### src/rtl/ps2_pkg.sv
// Shared types, default timing and parity helper for the PS/2 host transmit path.
package ps2_pkg;

    typedef enum logic [2:0] {
        IDLE, INHIBIT, REQ, DATA, PARITY, ACK, WAIT_IDLE, ABORT
    } ps2_state_t;

    // Defaults assume a 50 MHz system clock.
    localparam int INHIBIT_CYCLES_DEF = 6000;
    localparam int START_TIMEOUT_DEF  = 750000;
    localparam int FRAME_TIMEOUT_DEF  = 100000;

    function automatic logic odd_parity(input logic [7:0] d);
        return ~^d;
    endfunction

endpackage

### src/rtl/ps2_host_tx_if.sv
// Command handshake between the requesting logic and the PS/2 host transmitter.
interface ps2_host_tx_if;
    logic       send;
    logic [7:0] tx_data;
    logic       ready;
    logic       done;
    logic       error;

    modport master (output send, output tx_data, input ready, input done, input error);
    modport slave  (input send, input tx_data, output ready, output done, output error);
endinterface

### src/rtl/ps2_line_sync.sv
// Two-flop synchroniser for a raw PS/2 pin plus a falling-edge strobe.
module ps2_line_sync (
    input  logic clk,
    input  logic rst_n,
    input  logic d_in,
    output logic sync,
    output logic fall
);
    logic [1:0] ff_q, ff_d;
    logic       prev_q, prev_d;

    always_comb begin
        ff_d   = {ff_q[0], d_in};
        prev_d = ff_q[1];
    end

    // Idle PS/2 lines float high, so preset to 1 to avoid a false edge out of reset.
    always_ff @(posedge clk or negedge rst_n) begin
        if (!rst_n) begin
            ff_q   <= 2'b11;
            prev_q <= 1'b1;
        end else begin
            ff_q   <= ff_d;
            prev_q <= prev_d;
        end
    end

    assign sync = ff_q[1];
    assign fall = prev_q & ~ff_q[1];
endmodule

### src/rtl/ps2_host_tx.sv
// PS/2 host-to-device command transmitter: inhibit, request-to-send, 8 data bits,
// odd parity, stop and device ACK, with start and frame timeouts.
module ps2_host_tx
    import ps2_pkg::*;
#(
    parameter int INHIBIT_CYCLES = INHIBIT_CYCLES_DEF,
    parameter int START_TIMEOUT  = START_TIMEOUT_DEF,
    parameter int FRAME_TIMEOUT  = FRAME_TIMEOUT_DEF
) (
    input  logic           CLOCK_50,
    input  logic           reset_n,
    ps2_host_tx_if.slave   host,
    output logic           rx_inhibit,
    input  logic           ps2_clk_in,
    input  logic           ps2_dat_in,
    output logic           ps2_clk_oe,
    output logic           ps2_dat_oe
);
    localparam int CNT_W = $clog2(START_TIMEOUT + 1);
    localparam logic [CNT_W-1:0] INH_LAST   = CNT_W'(INHIBIT_CYCLES - 1);
    // Timeouts fire two short so the error pulse (one ABORT cycle later, then
    // registered) lands exactly TIMEOUT cycles after the reference event.
    localparam logic [CNT_W-1:0] START_LAST = CNT_W'(START_TIMEOUT - 2);
    localparam logic [CNT_W-1:0] FRAME_LAST = CNT_W'(FRAME_TIMEOUT - 2);

    ps2_state_t       state_q, state_d;
    logic [CNT_W-1:0] cnt_q, cnt_d;
    logic [3:0]       idx_q, idx_d;
    logic [7:0]       tx_q, tx_d;
    logic             ok_q, ok_d;
    logic             clk_oe_q, clk_oe_d;
    logic             dat_oe_q, dat_oe_d;
    logic             done_q, done_d;
    logic             error_q, error_d;

    logic clk_s, clk_fall, dat_s, unused_dat_fall;

    ps2_line_sync u_clk_sync (.clk(CLOCK_50), .rst_n(reset_n), .d_in(ps2_clk_in), .sync(clk_s), .fall(clk_fall));
    ps2_line_sync u_dat_sync (.clk(CLOCK_50), .rst_n(reset_n), .d_in(ps2_dat_in), .sync(dat_s), .fall(unused_dat_fall));

    always_comb begin
        state_d  = state_q;
        cnt_d    = cnt_q;
        idx_d    = idx_q;
        tx_d     = tx_q;
        ok_d     = ok_q;
        clk_oe_d = clk_oe_q;
        dat_oe_d = dat_oe_q;
        done_d   = 1'b0;
        error_d  = 1'b0;
        case (state_q)
            IDLE: if (host.send) begin
                tx_d     = host.tx_data;
                cnt_d    = '0;
                clk_oe_d = 1'b1;
                dat_oe_d = 1'b0;
                state_d  = INHIBIT;
            end
            INHIBIT: if (cnt_q == INH_LAST) begin
                clk_oe_d = 1'b0;
                dat_oe_d = 1'b1;
                cnt_d    = '0;
                state_d  = REQ;
            end else begin
                cnt_d = cnt_q + 1'b1;
            end
            REQ: if (clk_fall) begin
                dat_oe_d = ~tx_q[0];
                idx_d    = 4'd1;
                cnt_d    = '0;
                state_d  = DATA;
            end else if (cnt_q == START_LAST) begin
                clk_oe_d = 1'b0;
                dat_oe_d = 1'b0;
                state_d  = ABORT;
            end else begin
                cnt_d = cnt_q + 1'b1;
            end
            DATA, PARITY, ACK: begin
                cnt_d = cnt_q + 1'b1;
                if (clk_fall) begin
                    case (state_q)
                        DATA: if (idx_q == 4'd8) begin
                            dat_oe_d = ~odd_parity(tx_q);
                            state_d  = PARITY;
                        end else begin
                            dat_oe_d = ~tx_q[idx_q[2:0]];
                            idx_d    = idx_q + 4'd1;
                        end
                        PARITY: begin
                            dat_oe_d = 1'b0;
                            state_d  = ACK;
                        end
                        default: begin
                            ok_d    = ~dat_s;
                            state_d = WAIT_IDLE;
                        end
                    endcase
                end
                // A timeout outranks a coincident edge.
                if (cnt_q == FRAME_LAST) begin
                    clk_oe_d = 1'b0;
                    dat_oe_d = 1'b0;
                    state_d  = ABORT;
                end
            end
            WAIT_IDLE: if (clk_s && dat_s) begin
                done_d  = ok_q;
                error_d = ~ok_q;
                state_d = IDLE;
            end
            ABORT: begin
                clk_oe_d = 1'b0;
                dat_oe_d = 1'b0;
                error_d  = 1'b1;
                state_d  = IDLE;
            end
            default: state_d = IDLE;
        endcase
    end

    always_ff @(posedge CLOCK_50 or negedge reset_n) begin
        if (!reset_n) begin
            state_q  <= IDLE;
            cnt_q    <= '0;
            idx_q    <= '0;
            tx_q     <= '0;
            ok_q     <= 1'b0;
            clk_oe_q <= 1'b0;
            dat_oe_q <= 1'b0;
            done_q   <= 1'b0;
            error_q  <= 1'b0;
        end else begin
            state_q  <= state_d;
            cnt_q    <= cnt_d;
            idx_q    <= idx_d;
            tx_q     <= tx_d;
            ok_q     <= ok_d;
            clk_oe_q <= clk_oe_d;
            dat_oe_q <= dat_oe_d;
            done_q   <= done_d;
            error_q  <= error_d;
        end
    end

    assign host.ready  = (state_q == IDLE);
    assign host.done   = done_q;
    assign host.error  = error_q;
    assign rx_inhibit  = (state_q != IDLE);
    assign ps2_clk_oe  = clk_oe_q;
    assign ps2_dat_oe  = dat_oe_q;
endmodule

### src/flat_wrapper.sv
// flat-port wrapper written by rule: the top's interface ports become plain ports
module ps2_host_tx_flat import ps2_pkg::*;
#(
    parameter int INHIBIT_CYCLES = INHIBIT_CYCLES_DEF,
    parameter int START_TIMEOUT  = START_TIMEOUT_DEF,
    parameter int FRAME_TIMEOUT  = FRAME_TIMEOUT_DEF
)
  (CLOCK_50, reset_n, rx_inhibit, ps2_clk_in, ps2_dat_in, ps2_clk_oe, ps2_dat_oe, host_send, host_tx_data, host_ready, host_done, host_error);
  ps2_host_tx_if host_i ();
  input  logic CLOCK_50;
  input  logic reset_n;
  output logic rx_inhibit;
  input  logic ps2_clk_in;
  input  logic ps2_dat_in;
  output logic ps2_clk_oe;
  output logic ps2_dat_oe;
  input wire logic [$bits(host_i.send)-1:0] host_send;
  input wire logic [$bits(host_i.tx_data)-1:0] host_tx_data;
  output wire logic [$bits(host_i.ready)-1:0] host_ready;
  output wire logic [$bits(host_i.done)-1:0] host_done;
  output wire logic [$bits(host_i.error)-1:0] host_error;
  assign host_i.send = host_send;
  assign host_i.tx_data = host_tx_data;
  assign host_ready = host_i.ready;
  assign host_done = host_i.done;
  assign host_error = host_i.error;
  ps2_host_tx #(.INHIBIT_CYCLES(INHIBIT_CYCLES), .START_TIMEOUT(START_TIMEOUT), .FRAME_TIMEOUT(FRAME_TIMEOUT)) u_core (.CLOCK_50(CLOCK_50), .reset_n(reset_n), .host(host_i), .rx_inhibit(rx_inhibit), .ps2_clk_in(ps2_clk_in), .ps2_dat_in(ps2_dat_in), .ps2_clk_oe(ps2_clk_oe), .ps2_dat_oe(ps2_dat_oe));
endmodule
### config.mk
export PLATFORM = sky130hd
export DESIGN_NAME = ps2_host_tx_flat
export DESIGN_NICKNAME = d
export VERILOG_FILES = /design/src/rtl/ps2_pkg.sv /design/src/rtl/ps2_host_tx_if.sv /design/src/rtl/ps2_line_sync.sv /design/src/rtl/ps2_host_tx.sv /design/src/flat_wrapper.sv
export SDC_FILE = /design/constraint.sdc
export NUM_CORES = 1
export LEC_CHECK = 0
export ABC_AREA = 0
export ABC_CLOCK_PERIOD_IN_PS = 2200
export CAP_MARGIN = 20
export CORE_UTILIZATION = 55
export CTS_BUF_LIST = sky130_fd_sc_hd__clkbuf_8
export CTS_CLUSTER_SIZE = 10
export DETAILED_ROUTE_END_ITERATION = 7
export MAX_ROUTING_LAYER = met4
export PLACE_DENSITY_LB_ADDON = 0.12
export SLEW_MARGIN = 10
export SYNTH_ARGS = -nofsm -noshare
export SYNTH_HDL_FRONTEND = slang
export SYNTH_SLANG_ARGS = --single-unit
export TNS_END_PERCENT = 50
### constraint.sdc
create_clock -name CLOCK_50 -period 2.2 [get_ports CLOCK_50]
set_input_delay 0.22 -clock CLOCK_50 [delete_from_list [all_inputs] [get_ports CLOCK_50]]
set_output_delay 0.22 -clock CLOCK_50 [all_outputs]
set_load 0.01 [all_outputs]
-- Word-level counts from Yosys, hierarchy flattened
Index checks and enable logic that the tools add are counted.
- $add $sub $neg: 2
- multiply operators: 0
- divide/modulo/power cells: 0
- magnitude comparators: 1
- eq/ne operators: 26
- shift-type cells: 0
- mux-type cells: 40
- bitwise gates (word level): 8
- reductions and logical operators: 16
- operators with widths (kind ; count):
    2-to-1 mux 20 bit ; 4
    case mux 20 bit (4 select lines) ; 1
    2-to-1 mux 3 bit ; 8
    adder 20 x 1 -> 20 bit (second input constant) ; 1
    == test 20 x 13 -> 1 bit (second input constant) ; 1
    == test 20 x 17 -> 1 bit (second input constant) ; 1
    == test 20 bit (second input constant) ; 1
    case mux 3 bit (6 select lines) ; 1
    AND reduction 6 bit ; 3
    2-to-1 mux 4 bit ; 4
    2-to-1 mux 1 bit ; 15
    != test 2 x 1 -> 1 bit (second input constant) ; 7
    == test 3 bit (second input constant) ; 4
    case mux 1 bit (5 select lines) ; 2
    case mux 4 bit (2 select lines) ; 1
    XNOR reduction 8 bit ; 1
    NOT 1 bit ; 7
    == test 3 x 2 -> 1 bit (second input constant) ; 2
    != test 2 bit (second input constant) ; 3
    != test 3 x 1 -> 1 bit (second input constant) ; 2
    case mux 3 bit (2 select lines) ; 1
    AND reduction 3 bit ; 2
    AND reduction 5 bit ; 1
    nonzero test 5 bit ; 1
    18 further kinds ; 19
- bits in registers: 45
- latch bits: 0
- bits in writable memories: 0
- ROM bits: 0
- input port bits: 13
- output and inout bits: 6
- word-level logic and storage cells: 105
- memories kept: 0

-- Depth between registers and ports, before layout
- depth after elaboration: 8
- mapped depth: 9
- gate-level depth less buffers: 8

-- Cells and area by module
A second synthesis with hierarchy kept.
- cells, all modules: 277
- area total of the unflattened synthesis: 2683.8 µm²
- by module, submodules not included (module ; instances ; cells an instance ; area each (µm²) ; seq. area each (µm²)):
    ps2_host_tx ; 1 ; 269 ; 2498.6 ; 1001.0
    ps2_line_sync ; 2 ; 4 ; 92.6 ; 78.8

-- Worst setup path after synthesis
Ideal clock, no wire load.
- path kind: reg-to-reg
- start: register u_core.cnt_q[0]
- end: register u_core.cnt_q[17]
- library setup time: 66 ps
- data arrival time: 1974 ps
- data required time: 2134 ps
- setup slack: 159 ps
- cell stages (with the launch flop): 10
- path buffers: 2
- period minus slack after synthesis: 2041 ps
- cell sequence: dfrtp_1 ha_1 and3_1 nand3_1 nor3_1 a21oi_1 clkbuf_1 nor2b_1 clkbuf_1 a22o_1
- word-level cells in the longest chain between the ends: 4
- elaborated cells between the ends (all ways): 9
- those cells by class: add/sub: 1; eq/ne: 3; mux: 4; reduce/logical: 1
- ends and longest elaborated chain (element ; line ; RTL):
    start: declaration ; ps2_host_tx.sv:27 ; logic [CNT_W-1:0] cnt_q, cnt_d;
    start signal: assignment ; ps2_host_tx.sv:135 ; cnt_q <= cnt_d;
    adder 20 x 1 -> 20 bit ; ps2_host_tx.sv:65, ps2_host_tx.sv:77, ps2_host_tx.sv:80 ;
    2-to-1 mux 20 bit ; ps2_host_tx.sv:72 ; end else if (cnt_q == START_LAST) begin
    2-to-1 mux 20 bit ; ps2_host_tx.sv:67 ; REQ: if (clk_fall) begin
    case mux 20 bit (4 select lines) ; ps2_host_tx.sv:51 ; case (state_q)
Several ways; a longest one is shown, not always the timed one. The select of a mux whose other input is x is not followed.
A chain may end at the register's enable or synchronous reset.

-- Worst setup path in the final report
- start: register u_core.cnt_q[17]
- end: register u_core.dat_oe_q, in the netlist u_core.ps2_dat_oe
- word-level cells in the longest chain between the ends: 3
- elaborated cells between the ends (all ways): 10
- those cells by class: eq/ne: 7; mux: 2; reduce/logical: 1
- ends and longest elaborated chain (element ; line ; RTL):
    == test 20 x 17 -> 1 bit, or another cell as far along ; ps2_host_tx.sv:101 ; if (cnt_q == FRAME_LAST) begin
    != test 4 x 1 -> 1 bit (no source line), or another cell as far along ; - ;
    AND reduction 6 bit (no source line) / case mux 1 bit (5 select lines) (equally long branches) ; - ;
    end signal: assignment ; ps2_host_tx.sv:140 ; dat_oe_q <= dat_oe_d;
    end: declaration ; ps2_host_tx.sv:32 ; logic dat_oe_q, dat_oe_d;
Several ways; a longest one is shown, not always the timed one.

==> metrics.txt <==
outcome complete, no violations; CP required 2.44 ns; Worst Setup Slack, final 0.131 ns; Mapped Nets 313; Setup CP Type flip-flop to flip-flop; Clock Sink Count 45; die boundary height 72.1 um; PD cells 1240 nW/um2; Synth Area per Inst 9.12 um2; global routing's busiest layer met2; Slew @ Worst Pin 0.562 ns; Netlist cell types 51; Routed Antenna Nets 0; Max Fclk 0.483 GHz; Post-Syn Area 2700 um2; TritonRoute pass-1 iters 4; GP Congestion 0.955; share of layout cells above drive strength 1 19.6%; initial antenna violation count 0; routed vias/inst 5.77; max incr delay on CP 0.47 ns; filler instances 372; DR iter-0 viols 184; Residual DRC 0; Max Cap Viol 0; Worst Hold Depth 1; peak supply drop 0.000888 V; EDFF count, synth 0; Syn Inst Count 296; Finish-stage setup viols 0; largest net degree at the start of global routing 25; Die ar. 5190 um2; fin nets 353; H-tree depth 2; overall track demand over capacity in global routing 27.6%; Power, Total 4.09 mW; Bufs on Longest Clock Path 2; Core Util, Final 69.6%; worst hold-check path type input port to flip-flop; Buf/Inv on CP 0; Top FF cell, synth dfrtp_1; remaining global-route overflow 0; Top-Level Pins 19; CTS tree built; slowest stage cell on the critical path dfrtp_2; Global Route met1 Usage 38.3%; Tmin final 2.07 ns; Port Buf Inserts 18; vias in the first global route 2226; Rel. slew slack 62.5%; CP Cell Sequence nor4_4, nand4_2, or3_1, a41o_1, a211oi_2, a2bb2oi_1; synthesized flop and latch total 45; total number of vias 2331; Fin Clk Skew 0.00616 ns; synth warn 0; sequential fraction of the synthesis area 42.0%; Startpoint Class flip-flop; commonest cells after routing, fill and taps aside dfrtp_1 (38), buf_4 (29), nand2_1 (27); Crit. End Element flip-flop; clock root buffer clkbuf_8; Levels on crit path 6; row cnt 25; async set-reset flop share out of synthesis 100%; Initial Util 57.1%; Post-CTS Setup Inserts 0; met3 Usage GRT 4.86%; final wirelength 6.32 mm; commonest non-fill, non-tap cell in the layout dfrtp_1; WL per Instance 15.6 um; core area 4720 um2; die width 72.1 um; Arrival @ worst endpoint 2.31 ns; R2R cell count 6; delay-heaviest family, CP simple AND/OR/NAND/NOR gates; Num CTS Buffers 5; CTS clk-pin slew, worst paths 0.09 ns; Fin. Hold Viols 0; first-pass GRT wire length 10.7 mm; antenna cell count 0; global-route met2 utilization 41.7%; synthesis-to-layout area growth 21.8%; Post-DP HPWL 4.56 mm; setup_tns 0 ns; DP Worst Slack 0.0378 ns; Final period util 94.1%; Leak 1.42 nW; worst skew pair latency 0.31 ns; max-slew violations 0; worst-path maximum fanout 7
-- what timing repair did --
| action | CTS | global route |
|---|---|---|
| gates resized for setup | 0 | 10 |
| hold buffers | 1 | 0 |
| endpoints found under the hold margin | 18 | 0 |
| setup endpoints to repair | 0 | 15 |
-- final timing paths --
kind                                                startpoint                             endpoint  slack [ns]
setup / recovery                  u_core.cnt_q[17]$_DFFE_PN0P_        u_core.ps2_dat_oe$_DFFE_PN0P_        0.13
hold reg to reg            u_core.u_clk_sync.ff_q[0]$_DFF_PN1_  u_core.u_clk_sync.ff_q[1]$_DFF_PN1_        0.36
max in group asynchronous                              reset_n         u_core.cnt_q[16]$_DFFE_PN0P_        1.26
setup reg to reg                  u_core.cnt_q[17]$_DFFE_PN0P_        u_core.ps2_dat_oe$_DFFE_PN0P_        0.13
min in group asynchronous                              reset_n          u_core.idx_q[0]$_DFFE_PN0P_        0.42
hold / removal                                      ps2_dat_in  u_core.u_dat_sync.ff_q[0]$_DFF_PN1_        0.31
-- through the flow --
stage	hold WS (ns)	area, um2	std cells
after global routing	0.296	3290	404
after detailed placement	0.253	3100	395
final	0.309	3290	404
after global placement	0.242	3100	395
after CTS	0.297	3250	404
after floorplan	-0.0756	2700	296
-- registers in the layout, indices dropped and copies added (netlist names) --
register and count:
u_core.cnt_q 20, u_core.tx_q 8, u_core.idx_q 4, u_core.state_q 3
u_core.u_clk_sync.ff_q 2, u_core.u_dat_sync.ff_q 2, u_core.host.done 1, u_core.host.error 1
u_core.ok_q 1, u_core.ps2_clk_oe 1, u_core.ps2_dat_oe 1, u_core.u_clk_sync.prev_q 1
-- final cells by class --
type / count / area (um2) / share of cell area (%)
repair buffers: 49 / 423 / 12.9
flip-flops and latches: 45 / 1130 / 34.5
clock inverters: 3 / 68.8 / 2.09
multi-input cells: 220 / 1450 / 44.2
well taps: 67 / 83.8 / 2.55
inverters: 15 / 56.3 / 1.71
clock buffers: 5 / 68.8 / 2.09
-- report_power, final --
part | switching (mW) | internal, mW | total, mW
combinational | 1.04 | 1.00 | 2.04
clock | 0.308 | 0.457 | 0.766
sequential | 0.238 | 1.04 | 1.28
total | 1.59 | 2.50 | 4.09
-- synthesized netlist by cell type (5+ instances only) --
cell type	number	area, um2
dfrtp_1	40	1000
nand2_1	27	101
nor2_1	26	97.6
a21oi_1	16	80.1
nand3_1	16	80.1
inv_1	15	56.3
o21ai_0	13	65.1
nor3_1	11	55.1
a21o_1	10	75.1
a22o_1	10	87.6
clkbuf_1	10	37.5
mux2_2	10	113
and3_1	7	43.8
nand4_1	7	43.8
xnor2_1	7	61.3
o22ai_1	6	37.5
dfstp_2	5	131
-- kinds of logic after synthesis --
logic type      share of synthesized area [%]
simple gates                             23.6
compound gates                           18.5
flops                                    42.0
buf+inv                                  5.52
xor+xnor                                 3.57
mux                                      5.01
fa+ha+maj                                1.85
-- worst reg2reg max path, cell delays in order (launching register included) --
cell       delay [ns]
dfrtp_2          0.47
nor4_4           0.25
nand4_2          0.21
or3_1            0.43
a41o_1           0.28
a211oi_2         0.20
a2bb2oi_1        0.17
-- per-layer routing --
layer / wire length (um) / up-vias / part of all wire (%)
li1: - / 1150 / -
met1: 3090 / 1099 / 49
met2: 2880 / 70 / 46
met3: 266 / 12 / 4.2
met4: 78 / 0 / 1.2
met5: 0 / - / 0
(Power assumes the default switching activity.)
